File: config.mk
export PLATFORM = sky130hd
export DESIGN_NAME = debug_trace_fifo
export DESIGN_NICKNAME = d
export VERILOG_FILES = /design/src/rtl/debug_trace_pkg.sv /design/src/rtl/debug_trace_ram.sv /design/src/rtl/debug_trace_fifo.sv
export SDC_FILE = /design/constraint.sdc
export NUM_CORES = 1
export LEC_CHECK = 0
export ABC_AREA = 1
export CAP_MARGIN = 0
export CORE_UTILIZATION = 55
export CTS_CLUSTER_DIAMETER = 120
export CTS_CLUSTER_SIZE = 12
export DETAILED_ROUTE_END_ITERATION = 12
export DONT_BUFFER_PORTS = 1
export GPL_ROUTABILITY_DRIVEN = 0
export GPL_TIMING_DRIVEN = 0
export PLACE_DENSITY = 0.7
export SLEW_MARGIN = 0
export SYNTH_ARGS = -nofsm -noshare
export SYNTH_HDL_FRONTEND = slang
export SYNTH_SLANG_ARGS = --single-unit
File: constraint.sdc
create_clock -name clk -period 12.15 [get_ports clk]
set_input_delay 2.43 -clock clk [delete_from_list [all_inputs] [get_ports clk]]
set_output_delay 2.43 -clock clk [all_outputs]
set_load 0.03 [all_outputs]
File: src/rtl/debug_trace_pkg.sv
// -----------------------------------------------------------------------------
// debug_trace_pkg
// Shared types for the debug trace FIFO: the stored entry layout, the capture
// FSM state encoding and the drop-counter saturation helper.
// Optional feature macro: TRACE_TIMESTAMP_EN adds a 16-bit timestamp field to
// every entry.
// -----------------------------------------------------------------------------
package debug_trace_pkg;

    localparam logic [15:0] DROP_MAX = 16'hFFFF;

    typedef enum logic [1:0] {
        IDLE    = 2'd0,
        ACCEPT  = 2'd1,
        DISCARD = 2'd2
    } cap_state_e;

    typedef struct packed {
`ifdef TRACE_TIMESTAMP_EN
        logic [15:0] ts;
`endif
        logic        sop;
        logic [7:0]  ev;
        logic [31:0] tp;
    } trace_entry_t;

    // Saturating increment; holds at DROP_MAX instead of wrapping.
    function automatic logic [15:0] sat_inc16(input logic [15:0] v);
        logic [15:0] r;
        if (v == DROP_MAX) begin
            r = v;
        end else begin
            r = v + 16'd1;
        end
        return r;
    endfunction

endpackage

File: src/rtl/debug_trace_ram.sv
// -----------------------------------------------------------------------------
// debug_trace_ram
// DEPTH x trace_entry_t storage: one synchronous write port, one asynchronous
// read port. No reset on the array; the FIFO top masks the head when empty.
// Ports:
//   clk      clock
//   we_i     write enable
//   waddr_i  write address
//   wdata_i  write entry
//   raddr_i  read address
//   rdata_o  read entry (combinational)
// Optional feature macro: TRACE_TIMESTAMP_EN (widens trace_entry_t).
// -----------------------------------------------------------------------------
module debug_trace_ram
    import debug_trace_pkg::*;
#(
    parameter int DEPTH = 16,
    parameter int AW    = 4
) (
    input  logic              clk,
    input  logic              we_i,
    input  logic [AW-1:0]     waddr_i,
    input  trace_entry_t      wdata_i,
    input  logic [AW-1:0]     raddr_i,
    output trace_entry_t      rdata_o
);

    trace_entry_t mem_q [DEPTH];

    // Write port
    always_ff @(posedge clk) begin
        if (we_i) begin
            mem_q[waddr_i] <= wdata_i;
        end
    end

    assign rdata_o = mem_q[raddr_i];

endmodule

File: src/rtl/debug_trace_fifo.sv
// -----------------------------------------------------------------------------
// debug_trace_fifo
// Trace-packet buffer behind the per-IP debug wrappers. Frames TPE/TP/EV beats
// into packets (sop on TPE rising), stores them in a first-word-fall-through
// FIFO and drops whole packet tails on overflow without stalling the source.
// Ports:
//   clk       clock (rising edge)
//   MRST      asynchronous active-low reset
//   TPE/TP/EV trace beat valid / data / event code
//   flush     synchronous clear of FIFO, status and capture FSM
//   rd_rdy    consumer ready
//   rd_vld, rd_dat, rd_ev, rd_sop  head entry (zeros when empty)
//   count, full, empty             occupancy
//   ovf, drop_cnt                  sticky overflow flag, saturating drop count
//   rd_ts     head timestamp (only with TRACE_TIMESTAMP_EN)
// Optional feature macro: TRACE_TIMESTAMP_EN.
// -----------------------------------------------------------------------------
module debug_trace_fifo
    import debug_trace_pkg::*;
#(
    parameter int DEPTH = 16,
    parameter int AW    = 4
) (
    input  logic          clk,
    input  logic          MRST,
    input  logic          TPE,
    input  logic [31:0]   TP,
    input  logic [7:0]    EV,
    input  logic          flush,
    input  logic          rd_rdy,
    output logic          rd_vld,
    output logic [31:0]   rd_dat,
    output logic [7:0]    rd_ev,
    output logic          rd_sop,
    output logic [AW:0]   count,
    output logic          full,
    output logic          empty,
    output logic          ovf,
    output logic [15:0]   drop_cnt
`ifdef TRACE_TIMESTAMP_EN
    ,
    output logic [15:0]   rd_ts
`endif
);

    localparam logic [AW-1:0] PTR_ONE   = {{(AW-1){1'b0}}, 1'b1};
    localparam logic [AW:0]   CNT_ONE   = {{AW{1'b0}}, 1'b1};
    localparam logic [AW:0]   CNT_ZERO  = {(AW+1){1'b0}};
    localparam logic [AW:0]   CNT_FULL  = (AW+1)'(DEPTH);

    cap_state_e     state_q;
    logic [AW-1:0]  wr_ptr_q, wr_ptr_d;
    logic [AW-1:0]  rd_ptr_q, rd_ptr_d;
    logic [AW:0]    count_q, count_d;
    logic           ovf_q, ovf_d;
    logic [15:0]    drop_cnt_q, drop_cnt_d;
    logic           tpe_prev_q;

    logic           full_s, empty_s, room_s;
    logic           push_s, pop_s, drop_s;
    trace_entry_t   wr_entry_s, rd_entry_s;

    assign full_s  = (count_q == CNT_FULL);
    assign empty_s = (count_q == CNT_ZERO);

`ifdef TRACE_TIMESTAMP_EN
    logic [15:0] ts_q;

    // Free-running timestamp; survives flush, cleared only by MRST
    always_ff @(posedge clk or negedge MRST) begin
        if (!MRST) begin
            ts_q <= 16'd0;
        end else begin
            ts_q <= ts_q + 16'd1;
        end
    end
`endif

    // Push/pop/drop decode; flush suppresses all three
    always_comb begin
        pop_s  = 1'b0;
        push_s = 1'b0;
        drop_s = 1'b0;
        // A pop in the same cycle frees a slot, so a full FIFO can still accept
        room_s = !full_s || (!empty_s && rd_rdy);
        if (flush) begin
            pop_s = 1'b0;
        end else begin
            pop_s = !empty_s && rd_rdy;
            if (TPE) begin
                case (state_q)
                    DISCARD: drop_s = 1'b1;
                    default: begin
                        if (room_s) begin
                            push_s = 1'b1;
                        end else begin
                            drop_s = 1'b1;
                        end
                    end
                endcase
            end else begin
                push_s = 1'b0;
            end
        end
    end

    // Next-state for pointers, occupancy and overflow status
    always_comb begin
        wr_ptr_d   = wr_ptr_q;
        rd_ptr_d   = rd_ptr_q;
        count_d    = count_q;
        ovf_d      = ovf_q;
        drop_cnt_d = drop_cnt_q;
        if (flush) begin
            wr_ptr_d   = {AW{1'b0}};
            rd_ptr_d   = {AW{1'b0}};
            count_d    = CNT_ZERO;
            ovf_d      = 1'b0;
            drop_cnt_d = 16'd0;
        end else begin
            if (push_s) begin
                wr_ptr_d = wr_ptr_q + PTR_ONE;
            end else begin
                wr_ptr_d = wr_ptr_q;
            end
            if (pop_s) begin
                rd_ptr_d = rd_ptr_q + PTR_ONE;
            end else begin
                rd_ptr_d = rd_ptr_q;
            end
            case ({push_s, pop_s})
                2'b10:   count_d = count_q + CNT_ONE;
                2'b01:   count_d = count_q - CNT_ONE;
                default: count_d = count_q;
            endcase
            if (drop_s) begin
                ovf_d      = 1'b1;
                drop_cnt_d = sat_inc16(drop_cnt_q);
            end else begin
                ovf_d      = ovf_q;
                drop_cnt_d = drop_cnt_q;
            end
        end
    end

    // State registers and capture FSM
    always_ff @(posedge clk or negedge MRST) begin
        if (!MRST) begin
            state_q    <= IDLE;
            wr_ptr_q   <= {AW{1'b0}};
            rd_ptr_q   <= {AW{1'b0}};
            count_q    <= CNT_ZERO;
            ovf_q      <= 1'b0;
            drop_cnt_q <= 16'd0;
            tpe_prev_q <= 1'b0;
        end else begin
            wr_ptr_q   <= wr_ptr_d;
            rd_ptr_q   <= rd_ptr_d;
            count_q    <= count_d;
            ovf_q      <= ovf_d;
            drop_cnt_q <= drop_cnt_d;
            // sop history tracks the wire even across flush
            tpe_prev_q <= TPE;
            if (flush) begin
                state_q <= IDLE;
            end else begin
                case (state_q)
                    IDLE: begin
                        if (TPE) begin
                            state_q <= push_s ? ACCEPT : DISCARD;
                        end else begin
                            state_q <= IDLE;
                        end
                    end
                    ACCEPT: begin
                        if (!TPE) begin
                            state_q <= IDLE;
                        end else if (drop_s) begin
                            state_q <= DISCARD;
                        end else begin
                            state_q <= ACCEPT;
                        end
                    end
                    DISCARD: begin
                        if (!TPE) begin
                            state_q <= IDLE;
                        end else begin
                            state_q <= DISCARD;
                        end
                    end
                    default: state_q <= IDLE;
                endcase
            end
        end
    end

    // Entry assembly for the write port
    always_comb begin
        wr_entry_s     = '{default: 1'b0};
        wr_entry_s.sop = TPE && !tpe_prev_q;
        wr_entry_s.ev  = EV;
        wr_entry_s.tp  = TP;
`ifdef TRACE_TIMESTAMP_EN
        wr_entry_s.ts  = ts_q;
`endif
    end

    debug_trace_ram #(
        .DEPTH (DEPTH),
        .AW    (AW)
    ) u_ram (
        .clk     (clk),
        .we_i    (push_s),
        .waddr_i (wr_ptr_q),
        .wdata_i (wr_entry_s),
        .raddr_i (rd_ptr_q),
        .rdata_o (rd_entry_s)
    );

    // Head presentation, forced to zero when the FIFO is empty
    always_comb begin
        rd_vld = !empty_s;
        if (empty_s) begin
            rd_dat = 32'd0;
            rd_ev  = 8'd0;
            rd_sop = 1'b0;
`ifdef TRACE_TIMESTAMP_EN
            rd_ts  = 16'd0;
`endif
        end else begin
            rd_dat = rd_entry_s.tp;
            rd_ev  = rd_entry_s.ev;
            rd_sop = rd_entry_s.sop;
`ifdef TRACE_TIMESTAMP_EN
            rd_ts  = rd_entry_s.ts;
`endif
        end
    end

    assign count    = count_q;
    assign full     = full_s;
    assign empty    = empty_s;
    assign ovf      = ovf_q;
    assign drop_cnt = drop_cnt_q;

endmodule

* After elaboration in Yosys (flattened, before gate mapping)
Memory sizes are Yosys's and may differ from the RTL's.
Index checks and enable logic that the tools add are counted.
** Word-level totals
- Flip-flop bits (word level) :: 33
- Bits in latches :: 0
- RAM bits :: 656
- Bits in read-only memories :: 0
- Input port bits :: 45
- Output and inout port bits :: 66
- Logic and storage cells :: 65
- Memories kept :: 1
** Cells by class
- $add $sub $neg :: 5
- Multipliers :: 0
- Divide/modulo/power cells :: 0
- Magnitude comparators :: 0
- Equal/unequal tests :: 7
- Shifts and indexed selects :: 0
- Multiplexer cells :: 32
- Bitwise gates (word level) :: 0
- Reductions and logical operators :: 13
** Memories
- u_ram.mem_q :: depth 16, bits a word 41, read ports 1, clocked after memory_dff 0, wr ports 1, line debug_trace_ram.sv:28 : trace_entry_t mem_q [DEPTH];
** Operators with widths (count)
- 16-bit 2-to-1 mux :: 3
- 32-bit 2-to-1 mux :: 1
- 16-bit by 1-bit adder with 16-bit output (second input constant) :: 1
- 16-bit == test (second input constant) :: 1
- 4-bit 2-to-1 mux :: 4
- 1-bit 2-to-1 mux :: 14
- 2-bit 2-to-1 mux :: 6
- 5-bit one-hot mux with 2 select lines :: 1
- 4-bit by 1-bit adder with 4-bit output (second input constant) :: 2
- 8-bit 2-to-1 mux :: 1
- 2-bit one-hot mux with 3 select lines :: 1
- 2-bit nonzero test :: 3
- 5-bit by 1-bit adder with 5-bit output (second input constant) :: 1
- 5-bit == test (second input constant) :: 1
- 5-bit zero test :: 1
- 5-bit 2-to-1 mux :: 1
- 5-bit by 1-bit subtractor with 5-bit output (second input constant) :: 1
- 2-bit by 1-bit == test with 1-bit output (second input constant) :: 2
- 2-bit == test (second input constant) :: 2
- 1-bit zero test :: 3
- 3-bit nonzero test :: 1
- 1-bit logical AND :: 2
- 2-bit zero test :: 1
- 2-bit != test (second input constant) :: 1
- other kinds (2) :: 2

* Longest topological paths before layout
Gate-level depths: netlist (run 1).
- Word-level depth :: 12
- Mapped depth :: 16
- Depth with buffers taken out :: 16

* Modules after synthesis
A second synthesis (run 1) with hierarchy kept.
** Unflattened totals
- Cell total of the unflattened synthesis :: 3003
- Area, all modules :: 30625.6 µm²
** Modules (own cells, without submodules)
- debug_trace_ram :: times used 1, cells an instance 2667, area an instance 28283.4 µm², sequential area each 19698.9 µm²
- debug_trace_fifo :: times used 1, cells an instance 336, area an instance 2342.2 µm², sequential area each 825.8 µm²

* Worst setup path before layout (run 1)
OpenSTA, ideal clock, no wires.
- Path kind :: input -> register
- Start point :: input port rd_rdy
- End point :: memory u_ram.mem_q[10][0] (netlist bit), enable pin
- Library setup time :: 0.490 ns
- Data arrival time :: 5.858 ns
- Data required time :: 11.660 ns
- Slack :: 5.802 ns
- Stages :: 6
- Path buffers :: 0
- Path through :: inv_1 nand4_2 nand3_2 nor2_1 inv_1 nor3_1
** Between the ends
- Cells in the longest elaborated chain, start to end :: 8
** Ends and longest elaborated chain
- start, declared :: line debug_trace_fifo.sv:30 : input logic rd_rdy,
- 1-bit logical AND :: line debug_trace_fifo.sv:85 : room_s = !full_s || (!empty_s && rd_rdy);
- 1-bit logical OR :: line debug_trace_fifo.sv:85
- 1-bit 2-to-1 mux :: line debug_trace_fifo.sv:94 : if (room_s) begin
- 1-bit 2-to-1 mux :: line debug_trace_fifo.sv:91 : case (state_q)
- 1-bit 2-to-1 mux :: line debug_trace_fifo.sv:90 : if (TPE) begin
- 1-bit 2-to-1 mux :: line debug_trace_fifo.sv:86 : if (flush) begin
- 1-bit 2-to-1 mux :: line debug_trace_ram.sv:32 : if (we_i) begin
- 1-bit 2-to-1 mux (not written as such) :: line debug_trace_ram.sv:33 : mem_q[waddr_i] <= wdata_i;
- end, declared :: line debug_trace_ram.sv:28
No other way between the ends.

* Final worst setup path (run 1)
- Start point :: register rd_ptr_q[0]
- End point :: output port rd_sop
** Between the ends
- Cells in the longest elaborated chain, start to end :: 2
** Ends and longest elaborated chain
- start, declared :: line debug_trace_fifo.sv:53 : logic [AW-1:0] rd_ptr_q, rd_ptr_d;
- start signal, assigned :: line debug_trace_fifo.sv:151 : rd_ptr_q <= {AW{1'b0}};
- start signal, assigned :: line debug_trace_fifo.sv:158 : rd_ptr_q <= rd_ptr_d;
- memory read 16 x 41 bit
- 1-bit 2-to-1 mux :: line debug_trace_fifo.sv:223 : if (empty_s) begin
- end, declared :: line debug_trace_fifo.sv:34 : output logic rd_sop,
No other way between the ends.

==> impl_metrics.ini, run 1 <==
[outcome]
status = completed

[sta]
setup_violations = 0
min_period_over_period_pct = 48.4
grt_setup_unrepaired = false
worst_slew_pin_slew_ns = 1.31
setup_tns_ns = 0
hold_viol = 0
max_freq_mhz = 170
timing.max_slew.rel_slack_pct = 12.9
setup_clock_skew_after_layout_ns = 0.0155
setup_ws_ns = 6.26
timing.final.crit_period_ns = 5.89
slew_viol_final = 0
hold-worst-slack_ns = 0.502

[run]
drv_cap = 0

[synthesis]
post_synth.cell_area_avg_um2 = 13.6
synth_nets = 2105
synth-edff-count = 656
async_flop_share_pct = 4.79
synth.distinct_cells = 43
post_synthesis_sequential_area_ratio_pct = 73.5
synth_seq_cells = 689
ys_dominant_reg_cell = sky130_fd_sc_hd__edfxtp_1
syn-instance-count = 2052
synth_area_um2 = 27900
ys.warnings.count = 0

[pwr]
power_leakage_nw = 10.7
seq_power_share_pct = 41.2
pwr-share-comb_pct = 30.2
share_clk_of_total_power_pct = 28.6
intPower_mw = 4.21
power_switching_share_pct = 35.5
netSwitchingPower_mw = 2.32
vdd.ir_drop.worst_uv = 173
total_power_mw = 6.52
power_density_nw_per_um2 = 208

[finish]
finalNetCount = 2228
multi_input_comb_area_um2 = 6650
post_route_cells_drive_above_1_share_pct = 13.6
insertedDiodeCount = 0
seqCellArea_um2 = 20500
final.fill_count = 3571
area_growth_pct = 12.3

[worst_setup_path]
r2r_end = u_ram.mem_q[14][8]
critPathLaunchType = flop
worstSetupEndpoint = rd_sop
setup.worst_path.end_class = primary output
cp.required_ns = 9.72
rr_worst_depth = 8
startpoint = rd_ptr_q[0]
worst_path_maximum_fanout = 10
cp_data_arrival_time_ns = 3.46
worst-setup-path-type = reg -> out
setup.reg_to_reg.worst_slack_ns = 9.04
rr_startpoint = count[2]

[floorplan]
design.core.area_um2 = 50200
area_of_the_die_um2 = 51700
num_rows = 82
num_io_pins = 111
die-width_um = 227
fp.dieH_um = 227
start_util_pct = 55.7

[placement]
place_worst_setup_slack_ns = 6.65
detailed_place_hpwl_um = 47200
port-buffer-count = 0

[detailed_routing]
vias = 17601
route.met3.wl_um = 5770
drcViolationCount = 0
final_antenna_net_count = 0
met2WireLength_um = 34700
detail_route.wl_per_cell_um = 24.8
drt_first_pass_iters = 8
first_iter_violations = 1721
topRoutingLayerUsed = met4
wl_um = 70800
route.layer.met1.wl_um = 28100
average_vias_per_placed_instance = 6.16

[global_route]
groute.usage.overall_pct = 27.8
first_global_vias = 17157
globalRouteOverflowTotal = 0
grt_antenna_before_repair = 0
grt_start_max_net_pins = 34
global_route_wire_length_before_repair_um = 105000

[clocking]
cts.root.buffer_cell = sky130_fd_sc_hd__clkbuf_16
post_cts.repair.setup_buffers = 0
cts_resized = 0
cts_hold_buffers = 0
htree_num_levels = 3
clock_insertion_delay_at_the_later_pin_of_the_skew_report_ns = 0.59
cts_made_buffers = 67
cts.sinks = 689
worst_setup_hold_path_clk_slew_ns = 0.06
ctsLongestPathBuffers = 3
cts_tree = built

[min_path]
holdCritPathClass = reg -> reg
-- synthesized netlist by cell type (36+ instances only) --
| cell type | number | area [um^2] |
|---|---|---|
| sky130_fd_sc_hd__nand2_1 | 384 | 1440 |
| sky130_fd_sc_hd__mux2i_1 | 41 | 410 |
| sky130_fd_sc_hd__buf_2 | 45 | 225 |
| sky130_fd_sc_hd__nor3_1 | 60 | 300 |
| sky130_fd_sc_hd__a21oi_1 | 171 | 856 |
| sky130_fd_sc_hd__inv_1 | 42 | 158 |
| sky130_fd_sc_hd__nor2_1 | 145 | 544 |
| sky130_fd_sc_hd__o221ai_1 | 41 | 359 |
| sky130_fd_sc_hd__a211oi_2 | 36 | 450 |
| sky130_fd_sc_hd__o22ai_1 | 42 | 263 |
| sky130_fd_sc_hd__o21ai_0 | 94 | 470 |
| sky130_fd_sc_hd__a21boi_0 | 40 | 300 |
| sky130_fd_sc_hd__edfxtp_1 | 656 | 19700 |
| sky130_fd_sc_hd__clkbuf_1 | 54 | 203 |
-- power groups by stage --
stage	Sequential (mW)	Clock (mW)	Combinational [mW]
5_1_grt	2.69	1.97	2.09
3_5_place_dp	2.73	0	1.95
6_report	2.68	1.86	1.97
4_1_cts	2.68	1.88	1.96
2_1_floorplan	2.73	0	1.37
3_3_place_gp	2.74	0	1.90
-- metrics by stage --
step	instances	utilization (%)	cell area (um^2)
finish	2857	62.5	31400
global route	2857	62.5	31400
CTS	2857	62.5	31400
detailed placement	2778	58.8	29500
global placement	2724	57.4	28800
floorplan	2052	-	27900
-- final cells by class --
type / count / share of cell area, %
timing repair buffer: 54 / 2.05
clock inverter: 1 / 0.0279
inverter: 51 / 0.610
buffer: 129 / 2.11
tap: 672 / 2.68
sequential: 689 / 65.4
multi-input combinational: 1183 / 21.2
clock buffer: 78 / 5.88
-- how the worst min path moves through the flow --
stage,from,to,slack [ns],depth (start not counted)
after global placement,rd_ptr_q[3],rd_ptr_q[3],0.48,1
after global routing,rd_ptr_q[3],rd_ptr_q[3],0.53,1
after detailed placement,rd_ptr_q[3],rd_ptr_q[3],0.50,1
final,rd_ptr_q[3],rd_ptr_q[3],0.50,1
after CTS,rd_ptr_q[3],rd_ptr_q[3],0.51,1
after floorplan,rd_ptr_q[3],rd_ptr_q[3],0.46,1
-- registers in the layout, indices dropped and copies added, names as in the netlist --
signal,count
drop_cnt,16
state_q,2
u_ram.mem_q,656
tpe_prev_q,1
rd_ptr_q,4
count,5
wr_ptr_q,4
ovf,1
-- routing by layer --
| layer | track usage (%) | up-vias |
|---|---|---|
| li1 | - | 7837 |
| met1 | 36.6 | 8841 |
| met2 | 46.1 | 792 |
| met3 | 4.93 | 131 |
| met4 | 11.1 | 0 |
| met5 | 0 | - |
-- cells by family (layout without fill, tap and decap cells) --
logic type | after synthesis | count (layout) | share of synthesized area, %
and+or+nand+nor | 640 | 640 | 9.42
buffers and inverters | 180 | 313 | 3.05
xor gates and xnor gates | 7 | 7 | 0.219
DFF | 689 | 689 | 73.5
AOI/OAI and AO/OA | 487 | 487 | 12.0
adders and majority gates | 8 | 8 | 0.358
muxes | 41 | 41 | 1.47
-- critical path: stages, from the launching register on --
cell and delay, ns:
sky130_fd_sc_hd__dfrtp_1 0.54, sky130_fd_sc_hd__inv_2 0.11, sky130_fd_sc_hd__buf_4 0.26, sky130_fd_sc_hd__clkbuf_1 0.61
sky130_fd_sc_hd__o21ai_0 0.17, sky130_fd_sc_hd__o22ai_1 0.17, sky130_fd_sc_hd__nand2_1 0.09, sky130_fd_sc_hd__a211oi_1 0.91
-- placed cells by master (no fill, tap or decap), types with 4 or more instances in the layout --
cell type / n
sky130_fd_sc_hd__inv_1: 42
sky130_fd_sc_hd__nor2_1: 141
sky130_fd_sc_hd__buf_6: 58
sky130_fd_sc_hd__mux2i_1: 41
sky130_fd_sc_hd__a221oi_1: 20
sky130_fd_sc_hd__ha_1: 8
sky130_fd_sc_hd__a21oi_1: 171
sky130_fd_sc_hd__buf_2: 45
sky130_fd_sc_hd__buf_12: 4
sky130_fd_sc_hd__edfxtp_1: 656
sky130_fd_sc_hd__nand4_1: 8
sky130_fd_sc_hd__o22ai_1: 42
sky130_fd_sc_hd__nand2_1: 384
sky130_fd_sc_hd__nor3_1: 48
sky130_fd_sc_hd__a211oi_2: 37
sky130_fd_sc_hd__o21ai_0: 94
sky130_fd_sc_hd__buf_4: 10
sky130_fd_sc_hd__nor2_4: 9
sky130_fd_sc_hd__nand2_2: 5
sky130_fd_sc_hd__buf_1: 10
sky130_fd_sc_hd__o21ai_1: 6
sky130_fd_sc_hd__inv_2: 7
sky130_fd_sc_hd__a211oi_1: 4
sky130_fd_sc_hd__a21boi_0: 40
sky130_fd_sc_hd__clkbuf_1: 59
sky130_fd_sc_hd__clkbuf_16: 73
sky130_fd_sc_hd__nand3_1: 22
sky130_fd_sc_hd__nor3_2: 16
sky130_fd_sc_hd__dfrtp_1: 33
sky130_fd_sc_hd__o221ai_1: 41
sky130_fd_sc_hd__a221oi_2: 21
sky130_fd_sc_hd__xor2_1: 6
Note: power is estimated with default switching activity, not from simulation.
==> run 2, diff against run 1 <==
PLACE_DENSITY = 0.73   (was 0.7)
clock period = 5.3 ns   (was 12.15 ns; I/O delays follow)
==> run 2 against run 1 <==
  * Combinational power grew 130%
  * Design area shrank 0.19%
  * Clock skew grew 0.0051 ns
  * Register-to-register slack lost 6.9 ns
  * First-iteration DRC count grew 4.1%
  * Utilization shrank 0.12 points
  * Largest power group unchanged
  * Highest routed layer unchanged
==> impl_metrics.ini, run 2 (synthesis results as in run 1) <==
[outcome]
status = completed

[clocking]
cts_made_buffers = 67
cts.sinks = 689
cts_tree = built
htree_num_levels = 3
cts_hold_buffers = 0
post_cts.repair.setup_buffers = 0
ctsLongestPathBuffers = 3
cts.root.buffer_cell = sky130_fd_sc_hd__clkbuf_16
cts_resized = 0
worst_setup_hold_path_clk_slew_ns = 0.07
clock_insertion_delay_at_the_later_pin_of_the_skew_report_ns = 0.59

[sta]
hold_viol = 0
timing.max_slew.rel_slack_pct = 11.7
slew_viol_final = 0
setup_clock_skew_after_layout_ns = 0.0206
max_freq_mhz = 222
worst_slew_pin_slew_ns = 1.32
timing.final.crit_period_ns = 4.50
setup_violations = 0
grt_setup_unrepaired = false
min_period_over_period_pct = 84.9

[finish]
top_register = u_ram.mem_q
area_growth_pct = 12.1
finalNetCount = 2227
final_util_pct = 62.4
fin_cells = 2855
number_of_flip_flops_in_the_largest_register = 656
post_route_cells_drive_above_1_share_pct = 13.5
final_common_cell = sky130_fd_sc_hd__edfxtp_1
seqCellArea_um2 = 20500
final.fill_count = 3620
multi_input_comb_area_um2 = 6650
insertedDiodeCount = 0
mostFrequentLayoutCells = 656 x sky130_fd_sc_hd__edfxtp_1, 384 x sky130_fd_sc_hd__nand2_1, 171 x sky130_fd_sc_hd__a21oi_1

[worst_setup_path]
timing.critical_path.max_delay_family = compound AO/OA/AOI/OAI gates
critPathLaunchType = flop
worst_path_maximum_fanout = 10
rr_startpoint = count[2]
worstSetupEndpoint = rd_sop
cp_data_arrival_time_ns = 3.44
cpPeakStageDelay_ns = 0.87
timing.critical_path.slowest_stage_cell = sky130_fd_sc_hd__a211oi_1
worstPathCellList = inv_2 -> buf_4 -> buf_6 -> buf_2 -> nand2_1 -> a221oi_2 -> nor2_1 -> a211oi_1
critPathBufInv = 4
startpoint = rd_ptr_q[0]
rr_worst_depth = 9
cp.depth = 8
cp.required_ns = 4.24
setup.worst_path.end_class = primary output
setup.reg_to_reg.worst_slack_ns = 2.09
r2r_end = u_ram.mem_q[1][8]
worst-setup-path-type = reg -> out

[floorplan]
design.core.area_um2 = 50200
area_of_the_die_um2 = 51700
fp.dieH_um = 227
num_rows = 82
die-width_um = 227
num_io_pins = 111
start_util_pct = 55.7

[detailed_routing]
vias = 17642
average_vias_per_placed_instance = 6.18
first_iter_violations = 1792
wl_um = 71600
detail_route.wl_per_cell_um = 25.1
drt_first_pass_iters = 5
drcViolationCount = 0
final_antenna_net_count = 0

[pwr]
pwr-share-comb_pct = 30.3
power_leakage_nw = 10.6
vdd.ir_drop.worst_uv = 279
seq_power_share_pct = 41.2
power_switching_share_pct = 35.9
intPower_mw = 9.58
power_density_nw_per_um2 = 477
share_clk_of_total_power_pct = 28.5
netSwitchingPower_mw = 5.36

[global_route]
grt_antenna_before_repair = 0
groute.usage.overall_pct = 28.3
first_global_vias = 18040
global_route_wire_length_before_repair_um = 107000
grt_start_max_net_pins = 34
globalRouteOverflowTotal = 0

[placement]
placed_cells = 2777
port-buffer-count = 0
detailed_place_hpwl_um = 47400

[run]
drv_cap = 0

[min_path]
holdCritPathClass = in -> async
-- run 2: changes by cell type in the layout (fill, tap and decap cells not counted) --
| cell | before | now |
|---|---|---|
| sky130_fd_sc_hd__buf_6 | 58 | 55 |
| sky130_fd_sc_hd__buf_4 | 10 | 12 |
| sky130_fd_sc_hd__inv_6 | 1 | 2 |
| sky130_fd_sc_hd__clkbuf_16 | 73 | 71 |
-- run 2: per-layer routing --
metal | global-route usage (%) | part of all wire [%]
met1 | 36.2 | 38
met3 | 5.72 | 9.1
met5 | 0 | 0
met4 | 14.8 | 4.6
met2 | 45.9 | 48
-- run 2: how the worst min path moves through the flow --
stage / startpoint / endpoint / slack (ns) / cells past startpoint
floorplan: rd_ptr_q[3] / rd_ptr_q[3] / 0.46 / 1
global placement: rd_ptr_q[3] / rd_ptr_q[3] / 0.48 / 1
detailed placement: rd_ptr_q[3] / rd_ptr_q[3] / 0.50 / 1
CTS: MRST / drop_cnt[4] / 0.13 / 0
global route: MRST / drop_cnt[0] / 0.14 / 0
finish: MRST / rd_ptr_q[2] / 0.15 / 0
-- run 2: area by class of cell --
type | count | share of cell area, %
clock buffers | 76 | 5.74
multi-input cells | 1183 | 21.2
repair buffers | 53 | 1.99
clock inverters | 2 | 0.0560
well taps | 672 | 2.69
flip-flops and latches | 689 | 65.6
plain buffers | 129 | 2.11
inverters | 51 | 0.611
-- run 2: worst reg2reg max path, stage by stage (launching register included) --
cell	delay (ns)
sky130_fd_sc_hd__dfrtp_1	0.65
sky130_fd_sc_hd__nor2_4	0.08
sky130_fd_sc_hd__nand4_2	0.14
sky130_fd_sc_hd__nand3_2	0.19
sky130_fd_sc_hd__nor2_1	0.27
sky130_fd_sc_hd__inv_1	0.24
sky130_fd_sc_hd__nor3_2	0.74
sky130_fd_sc_hd__buf_6	0.26
sky130_fd_sc_hd__buf_6	0.16
sky130_fd_sc_hd__buf_6	0.17
-- run 2: power groups by stage --
stage	combinational, mW	sequential, mW	clock [mW]
6_report	4.52	6.16	4.26
5_1_grt	4.79	6.16	4.48
3_5_place_dp	4.46	6.27	0
2_1_floorplan	3.14	6.25	0
4_1_cts	4.49	6.15	4.29
3_3_place_gp	4.34	6.27	0
-- run 2: through the flow --
stage / TNS, ns / hold WS (ns) / power (mW) / cell area (um^2) / setup slack [ns]
after floorplan: 0 / 0.456 / 9.39 / 27900 / 0.322
after global placement: -1192.08 / 0.478 / 10.6 / 28800 / -2.74
after detailed placement: 0 / 0.497 / 10.7 / 29500 / 1.24
after CTS: 0 / 0.129 / 14.9 / 31300 / 0.598
after global routing: 0 / 0.140 / 15.4 / 31300 / 0.725
final: 0 / 0.152 / 14.9 / 31300 / 0.800
